==> src/rtl/translate_reader.sv <==
// Frame-readback engine: reads a stored frame, shifts it by (offset_x, offset_y) and streams
// it out in raster order under valid/ready; sources outside the frame are replaced by FILL.
module translate_reader #(
  parameter int         WIDTH  = 64,
  parameter int         HEIGHT = 64,
  parameter logic [7:0] FILL   = 8'h00,
  parameter int         ADDR_W = $clog2(WIDTH*HEIGHT)
) (
  input  logic              clk,
  input  logic              rst,
  input  logic              start,
  input  logic [7:0]        offset_x,
  input  logic [7:0]        offset_y,
  output logic              busy,
  output logic              done,
  output logic              mem_rd_en,
  output logic [ADDR_W-1:0] mem_addr,
  input  logic [7:0]        mem_data,
  output logic [7:0]        pixel_out,
  output logic              pixel_valid,
  input  logic              pixel_ready
);

  localparam int XW = $clog2(WIDTH);
  localparam int YW = $clog2(HEIGHT);
  // Wide enough that no coordinate/offset combination can wrap back into the frame.
  localparam int CW = ((XW > YW) ? XW : YW) + 10;

  typedef enum logic [2:0] {
    S_IDLE,
    S_FETCH,
    S_LOAD,
    S_PRESENT,
    S_DONE
  } state_t;

  state_t              state_q, state_d;
  logic [XW-1:0]       x_q, x_d;
  logic [YW-1:0]       y_q, y_d;
  logic [7:0]          ox_q, ox_d;
  logic [7:0]          oy_q, oy_d;
  logic                in_range_q, in_range_d;
  logic                busy_q, busy_d;
  logic                done_q, done_d;
  logic                rd_en_q, rd_en_d;
  logic [ADDR_W-1:0]   addr_q, addr_d;
  logic [7:0]          pix_q, pix_d;
  logic                valid_q, valid_d;

  logic [XW-1:0]       nx;
  logic [YW-1:0]       ny;
  logic [7:0]          nox, noy;
  logic [CW-1:0]       sx, sy;
  logic                n_in_range;
  logic                go_fetch;
  logic                last_px;

  assign last_px = (x_q == XW'(WIDTH - 1)) && (y_q == YW'(HEIGHT - 1));

  // Next-state logic; the read strobe and address are prepared for the pixel about to be fetched.
  always_comb begin
    state_d    = state_q;
    x_d        = x_q;
    y_d        = y_q;
    ox_d       = ox_q;
    oy_d       = oy_q;
    in_range_d = in_range_q;
    busy_d     = busy_q;
    done_d     = done_q;
    rd_en_d    = rd_en_q;
    addr_d     = addr_q;
    pix_d      = pix_q;
    valid_d    = valid_q;
    nx         = x_q;
    ny         = y_q;
    nox        = ox_q;
    noy        = oy_q;
    go_fetch   = 1'b0;

    case (state_q)
      S_IDLE: begin
        if (start) begin
          nox      = offset_x;
          noy      = offset_y;
          nx       = '0;
          ny       = '0;
          ox_d     = offset_x;
          oy_d     = offset_y;
          x_d      = '0;
          y_d      = '0;
          busy_d   = 1'b1;
          go_fetch = 1'b1;
          state_d  = S_FETCH;
        end
      end
      S_FETCH: begin
        rd_en_d = 1'b0;
        state_d = S_LOAD;
      end
      S_LOAD: begin
        pix_d   = in_range_q ? mem_data : FILL;
        valid_d = 1'b1;
        state_d = S_PRESENT;
      end
      S_PRESENT: begin
        if (pixel_ready) begin
          valid_d = 1'b0;
          if (last_px) begin
            done_d  = 1'b1;
            busy_d  = 1'b0;
            state_d = S_DONE;
          end else begin
            if (x_q == XW'(WIDTH - 1)) begin
              nx = '0;
              ny = y_q + 1'b1;
            end else begin
              nx = x_q + 1'b1;
            end
            x_d      = nx;
            y_d      = ny;
            go_fetch = 1'b1;
            state_d  = S_FETCH;
          end
        end
      end
      S_DONE: begin
        done_d  = 1'b0;
        state_d = S_IDLE;
      end
      default: state_d = S_IDLE;
    endcase

    sx = {{(CW-XW){1'b0}}, nx} - {{(CW-8){nox[7]}}, nox};
    sy = {{(CW-YW){1'b0}}, ny} - {{(CW-8){noy[7]}}, noy};
    // Negative sources look huge when compared unsigned, so one compare per axis suffices.
    n_in_range = (sx < CW'(WIDTH)) && (sy < CW'(HEIGHT));

    if (go_fetch) begin
      in_range_d = n_in_range;
      rd_en_d    = n_in_range;
      addr_d     = n_in_range ? ADDR_W'({sy[YW-1:0], sx[XW-1:0]}) : '0;
    end
  end

  always_ff @(posedge clk or posedge rst) begin
    if (rst) begin
      state_q    <= S_IDLE;
      x_q        <= '0;
      y_q        <= '0;
      ox_q       <= '0;
      oy_q       <= '0;
      in_range_q <= 1'b0;
      busy_q     <= 1'b0;
      done_q     <= 1'b0;
      rd_en_q    <= 1'b0;
      addr_q     <= '0;
      pix_q      <= '0;
      valid_q    <= 1'b0;
    end else begin
      state_q    <= state_d;
      x_q        <= x_d;
      y_q        <= y_d;
      ox_q       <= ox_d;
      oy_q       <= oy_d;
      in_range_q <= in_range_d;
      busy_q     <= busy_d;
      done_q     <= done_d;
      rd_en_q    <= rd_en_d;
      addr_q     <= addr_d;
      pix_q      <= pix_d;
      valid_q    <= valid_d;
    end
  end

  assign busy        = busy_q;
  assign done        = done_q;
  assign mem_rd_en   = rd_en_q;
  assign mem_addr    = addr_q;
  assign pixel_out   = pix_q;
  assign pixel_valid = valid_q;

endmodule

==> config.mk <==
export PLATFORM = sky130hd
export DESIGN_NAME = translate_reader
export DESIGN_NICKNAME = d
export VERILOG_FILES = /design/src/rtl/translate_reader.sv
export SDC_FILE = /design/constraint.sdc
export NUM_CORES = 1
export LEC_CHECK = 0
export ABC_AREA = 1
export BUFFER_PORTS_ARGS = -buffer_cell sky130_fd_sc_hd__buf_4
export CORE_MARGIN = 8
export CORE_UTILIZATION = 40
export CTS_BUF_LIST = sky130_fd_sc_hd__clkbuf_4 sky130_fd_sc_hd__clkbuf_8 sky130_fd_sc_hd__clkbuf_16
export DETAILED_ROUTE_END_ITERATION = 10
export MAX_ROUTING_LAYER = met4
export PLACE_DENSITY = 0.62
export RECOVER_POWER = 50
export SLEW_MARGIN = 20
export SYNTH_ARGS = -nofsm -noshare
export SYNTH_HDL_FRONTEND = slang
export SYNTH_SLANG_ARGS = --single-unit
==> constraint.sdc <==
create_clock -name clk -period 6 [get_ports clk]
set_clock_uncertainty 0.05 [all_clocks]
set_input_delay 1.2 -clock clk [delete_from_list [all_inputs] [get_ports clk]]
set_output_delay 1.2 -clock clk [all_outputs]
set_load 0.01 [all_outputs]
### Yosys cells after proc, flatten, opt, wreduce, memory -nomap -nowiden

Index checks and enable logic that the tools add are counted.
W data, S select, Z words.

* input bits: 28
* logic and storage cells: 73
* flip-flop bits (word level): 56

* equal/unequal tests: 9
* $lt $le $gt $ge: 2
* muxes and demuxes: 35
* reduce and logical (&&, ||, !) cells: 11
* add/subtract/negate cells: 4

Operator list (number)
* $mux W6: 8
* $mux W8: 5
* $lt A16 B7 Y1 const B: 2
* $pmux W6 S2: 2
* $sub A7 B8 Y9: 2
* $add A6 B1 Y6 const B: 2
* $eq A6 B6 Y1 const B: 2
* $mux W12: 1
* $pmux W3 S4: 1
* $mux W1: 11
* $mux W3: 3
* $pmux W1 S2: 4
* $reduce_bool A2 Y1: 4
* $eq A3 B2 Y1 const B: 2
* $ne A2 B2 Y1 const B: 3
* $reduce_and A2 Y1: 2
* $reduce_and A4 Y1: 1
* $eq A3 B1 Y1 const B: 1
* $eq A3 B3 Y1 const B: 1
* $logic_not A3 Y1: 1
* $reduce_and A3 Y1: 1
* $logic_and A1 B1 Y1: 2

### Depth between registers and ports, before layout

* word-level depth: 9
* depth in mapped cells: 26
* gate-level depth less buffers: 25

### Least setup slack after synthesis

No wires, ideal clock.

* path type: in2reg
* from: input start
* to: register addr_q[10], in the netlist mem_addr[10]
* cell stages on the path: 22
* arrival time: 3.799 ns
* path slack: 2.085 ns
* cells stage by stage: nand3_2 -> buf_6 -> buf_2 -> clkbuf_1 -> o21ai_0 -> a31oi_1 -> inv_1 -> ha_1 -> fa_1 -> nor2_1 -> a211oi_1 -> nand3b_1 -> nand2_1 -> nand2_1 -> nor2_1 -> nand2_1 -> nand2_1 -> nand2_1 -> nor2_4 -> buf_6 -> nand3_1 -> nand2_1

* longest elaborated chain between the ends: 6

Ends and longest elaborated chain
* start: declaration: RTL line 11 `input logic start,`
* $mux W6: RTL line 82 `if (start) begin`
* $pmux W6 S2: RTL line 80 `case (state_q)`
* via nx[0]: RTL line 50 `logic [XW-1:0] nx;`
* $sub A7 B8 Y9: RTL line 133 `sx = {{(CW-XW){1'b0}}, nx} - {{(CW-8){nox[7]}}, nox};`
* $lt A16 B7 Y1: RTL line 136 `n_in_range = (sx < CW'(WIDTH)) && (sy < CW'(HEIGHT));`
* $logic_and A1 B1 Y1: RTL line 136
* $mux W12: RTL line 141 `addr_d = n_in_range ? ADDR_W'({sy[YW-1:0], sx[XW-1:0]}) : '0;`
* end signal: assignment: RTL line 169 `addr_q <= addr_d;`
* end: declaration: RTL line 46 `logic [ADDR_W-1:0] addr_q, addr_d;`

The timed path passes the listed nets, and every way through them passes these cells.
A chain may end at the register's enable or synchronous reset.

### Worst setup path after layout

* from: input pixel_ready
* to: register addr_q[0], in the netlist mem_addr[0]

* longest elaborated chain between the ends: 6

Ends and longest elaborated chain
* start: declaration: RTL line 21 `input logic pixel_ready`
* $mux W6 *: RTL line 106 `if (pixel_ready) begin`
* $pmux W6 S2 *: RTL line 80
* via nx[0]: RTL line 50
* $sub A7 B8 Y9 *: RTL line 133
* $lt A16 B7 Y1: RTL line 136
* $logic_and A1 B1 Y1: RTL line 136
* $mux W12 *: RTL line 141

The timed path passes the listed nets; every way through them passes the cells marked *.

==> impl_metrics.csv <==
group,metric,value,unit
run_status,status,"finished with violations",
run_status,violations,"capacitance limit, slew limit",
global_route,antenna_found_initial,0,
sta,rsz0062_at_grt,"false",
route,drt_wl_total,7.82,mm
power_and_ir_drop,p_per_area,436,mW/mm^2
logic_synthesis,synth_top_area_share,0.429,
power_and_ir_drop,p_total,1660,uW
critical_path,cp_max_fo,12,
floorplan,die_w,106,um
critical_path,cp.arrival,4460,ps
sta,tns,0,ps
route,via_per_inst,4.85,
finish,area_growth,16.7,%
route,drt-wirelength-per-cell,13.5,um
sta,slew_viol_final,57,
global_route,gr-usage-met2,0.239,
sta,fin_crit_sh,0.709,
route,via_count,2796,
finish,antenna_cells,0,
route,drt_first_pass_iters,4,
logic_synthesis,ys_types,38,
critical_path,critPathKind,"primary input to flip-flop",
global_route,grt_overflow,0,
flow_run,drv_cap,1,
global_route,grt_most_used_layer,"met2",
cts,cts_tree,"built",
finish,final_cell_area,0.00381,mm^2
logic_synthesis,yosys_warnings,0,
critical_path,reg2reg_slack,2160,ps
logic_synthesis,seq_area_frac_synth,0.429,
sta,hold-worst-slack,438,ps
placement,gp_congestion,0.883,
sta,setup_viol,0,
cts,cts_sinks,56,
logic_synthesis,async_reset_ff_frac,1.00,
logic_synthesis,synth_top_area_cell,"dfrtp_1",
logic_synthesis,synth_area,0.00326,mm^2
critical_path,required,6210,ps
logic_synthesis,postSynthCellCount,420,
floorplan,dieHeight,106,um
logic_synthesis,synth_nets,462,
logic_synthesis,yosysMostFrequentCell,"nand2_1",
cts,clockBufferDepth,2,
global_route,grt_max_degree,57,
floorplan,start_util,0.405,
route,drt_iter0_markers,112,
cts,htreeDepth,2,
global_route,grt_first_pass_wirelength,13.2,mm
sta,hold_viol,0,
worst_hold_path,min_path_type,"flip-flop to flip-flop",
sta,slew-limit-headroom,-1.04,
cts,postCtsSetupRepairBufs,0,
global_route,grt_util_met1,0.177,
logic_synthesis,synth_flop_cell,"dfrtp_1",
global_route,grt_use_total,0.146,
floorplan,design.core.area,0.00805,mm^2
cts,cts-root-buf,"clkbuf_8",
power_and_ir_drop,irDropWorstVdd,223,uV
floorplan,fp.dieArea,0.0113,mm^2
global_route,first_global_vias,2772,
route,ant_nets,0,
logic_synthesis,synthTopCellsByArea,"dfrtp_1 43%, nand2_1 15%, nand3_1 6.7%",
critical_path,start_kind,"primary input",
logic_synthesis,synthTopCellsByCount,"128 x nand2_1, 56 x dfrtp_1, 55 x inv_1, 44 x nand3_1, 28 x o21ai_0",
sta,max_freq,235,MHz
global_route,use_met3,0.0333,
logic_synthesis,synth_edf_count,0,
cts,path_clk_slew,100,ps
critical_path,endpoint_kind,"flip-flop",
route,route.detailed.drc,0,
logic_synthesis,ys_ff_latch,56,
floorplan,io_pins,52,
logic_synthesis,syn_avg_cell_area,7.77,um^2
cts,post_cts_resize_count,0,
sta,worst_pin_slew,3060,ps
placement,post-dp-hpwl,5.84,mm
cts,clkLatencyLatePin,320,ps
finish,layout-drive-gt1-share,0.193,
finish,fillerInstances,796,
placement,io_buffers,51,
finish,num-nets-final,513,
placement,placed_cell_area,0.00373,mm^2
power_and_ir_drop,leakage,0.00207,uW
cts,hold_buffers,0,
cts,cts_buffers,5,
sta,finalCriticalPeriod,4260,ps
floorplan,row_count,33,
logic make-up after synthesis:
group / after synthesis / synth area share
and+or+nand+nor: 224 / 0.315
buffers and inverters: 70 / 0.0878
DFF: 56 / 0.429
AOI/OAI and AO/OA: 48 / 0.0882
adders and majority gates: 14 / 0.0583
xor gates and xnor gates: 8 / 0.0215
layout make-up:
class	instances	area [um^2]	area share
Timing Repair Buffer	53	390	0.103
Clock buffer	6	82.6	0.0217
Tap cell	105	131	0.0345
Clock inverter	2	10.0	0.00263
Multi-Input combinational cell	294	1560	0.410
Inverter	61	229	0.0601
Sequential cell	56	1400	0.368
stage by stage:
step           worst slack [ps]  utilization  cells
3_5_place_dp               1530        0.464    569
3_3_place_gp               1640        0.464    569
6_report                   1740        0.473    577
2_1_floorplan              2090            -    420
5_1_grt                    1390        0.473    577
4_1_cts                    1850        0.475    577
worst paths after layout:
kind	from	endpoint	cells past startpoint
worst max-delay path	pixel_ready	mem_addr[0]	20
worst min register to register	mem_addr[9]	mem_addr[9]	2
min in group asynchronous	rst	pixel_out[0]	3
worst min-delay path	mem_addr[9]	mem_addr[9]	2
max in group asynchronous	rst	y_q[3]	3
worst max register to register	state_q[0]	mem_addr[0]	18
worst max-delay path, cell delays in order:
cell and delay (ps):
clkbuf_1 270, nand4_1 390, nor2_1 250, o21ai_0 90, a31oi_1 220, inv_1 110
ha_1 210, fa_1 410, nor2_1 140, a211oi_1 70, nand3b_1 180, nand2_1 80
nand2_1 70, nor2_1 80, nand2_1 60, nand2_1 70, nand2_1 80, nor2_4 270
nand3_1 110, nand2_1 80
sequential cells by signal (all words and copies together) (netlist names), 3 cells and up:
| name | cells |
|---|---|
| ox_q | 8 |
| oy_q | 8 |
| pixel_out | 8 |
| state_q | 3 |
| y_q | 6 |
| x_q | 6 |
| mem_addr | 12 |
per-layer routing:
metal,wire length (um),share of wire,up-vias
met5,0,0,-
met4,129,0.017,0
met3,448,0.057,11
met2,3670,0.47,75
met1,3570,0.46,1273
li1,-,-,1437
placed cells by master, fill, tap and decap left out, types with 2 or more instances in the layout:
cell	Yosys	layout
buf_4	0	50
clkbuf_1	4	2
xor2_1	4	4
ha_1	12	12
nor2_1	18	19
a21oi_1	4	4
nor2_4	4	3
dfrtp_1	56	56
inv_2	6	6
clkinv_2	0	2
xnor2_1	4	4
nand2_1	128	128
or2_2	7	7
nand4_1	5	5
o21ai_0	28	28
nand3_2	4	3
o21ai_2	4	4
nand3_1	44	45
fa_1	2	2
or2_1	5	5
a31oi_1	2	2
clkbuf_8	0	6
nand2_2	5	5
inv_1	55	55
report_power, final:
part | internal [uW] | total, uW | switching (uW) | leakage (uW)
Clock | 92.6 | 219 | 126 | 0.0000510
Combinational | 321 | 861 | 540 | 0.00130
Sequential | 502 | 580 | 78.2 | 0.000720
Total | 915 | 1660 | 744 | 0.00207
Power figures use the tool's default switching activity.
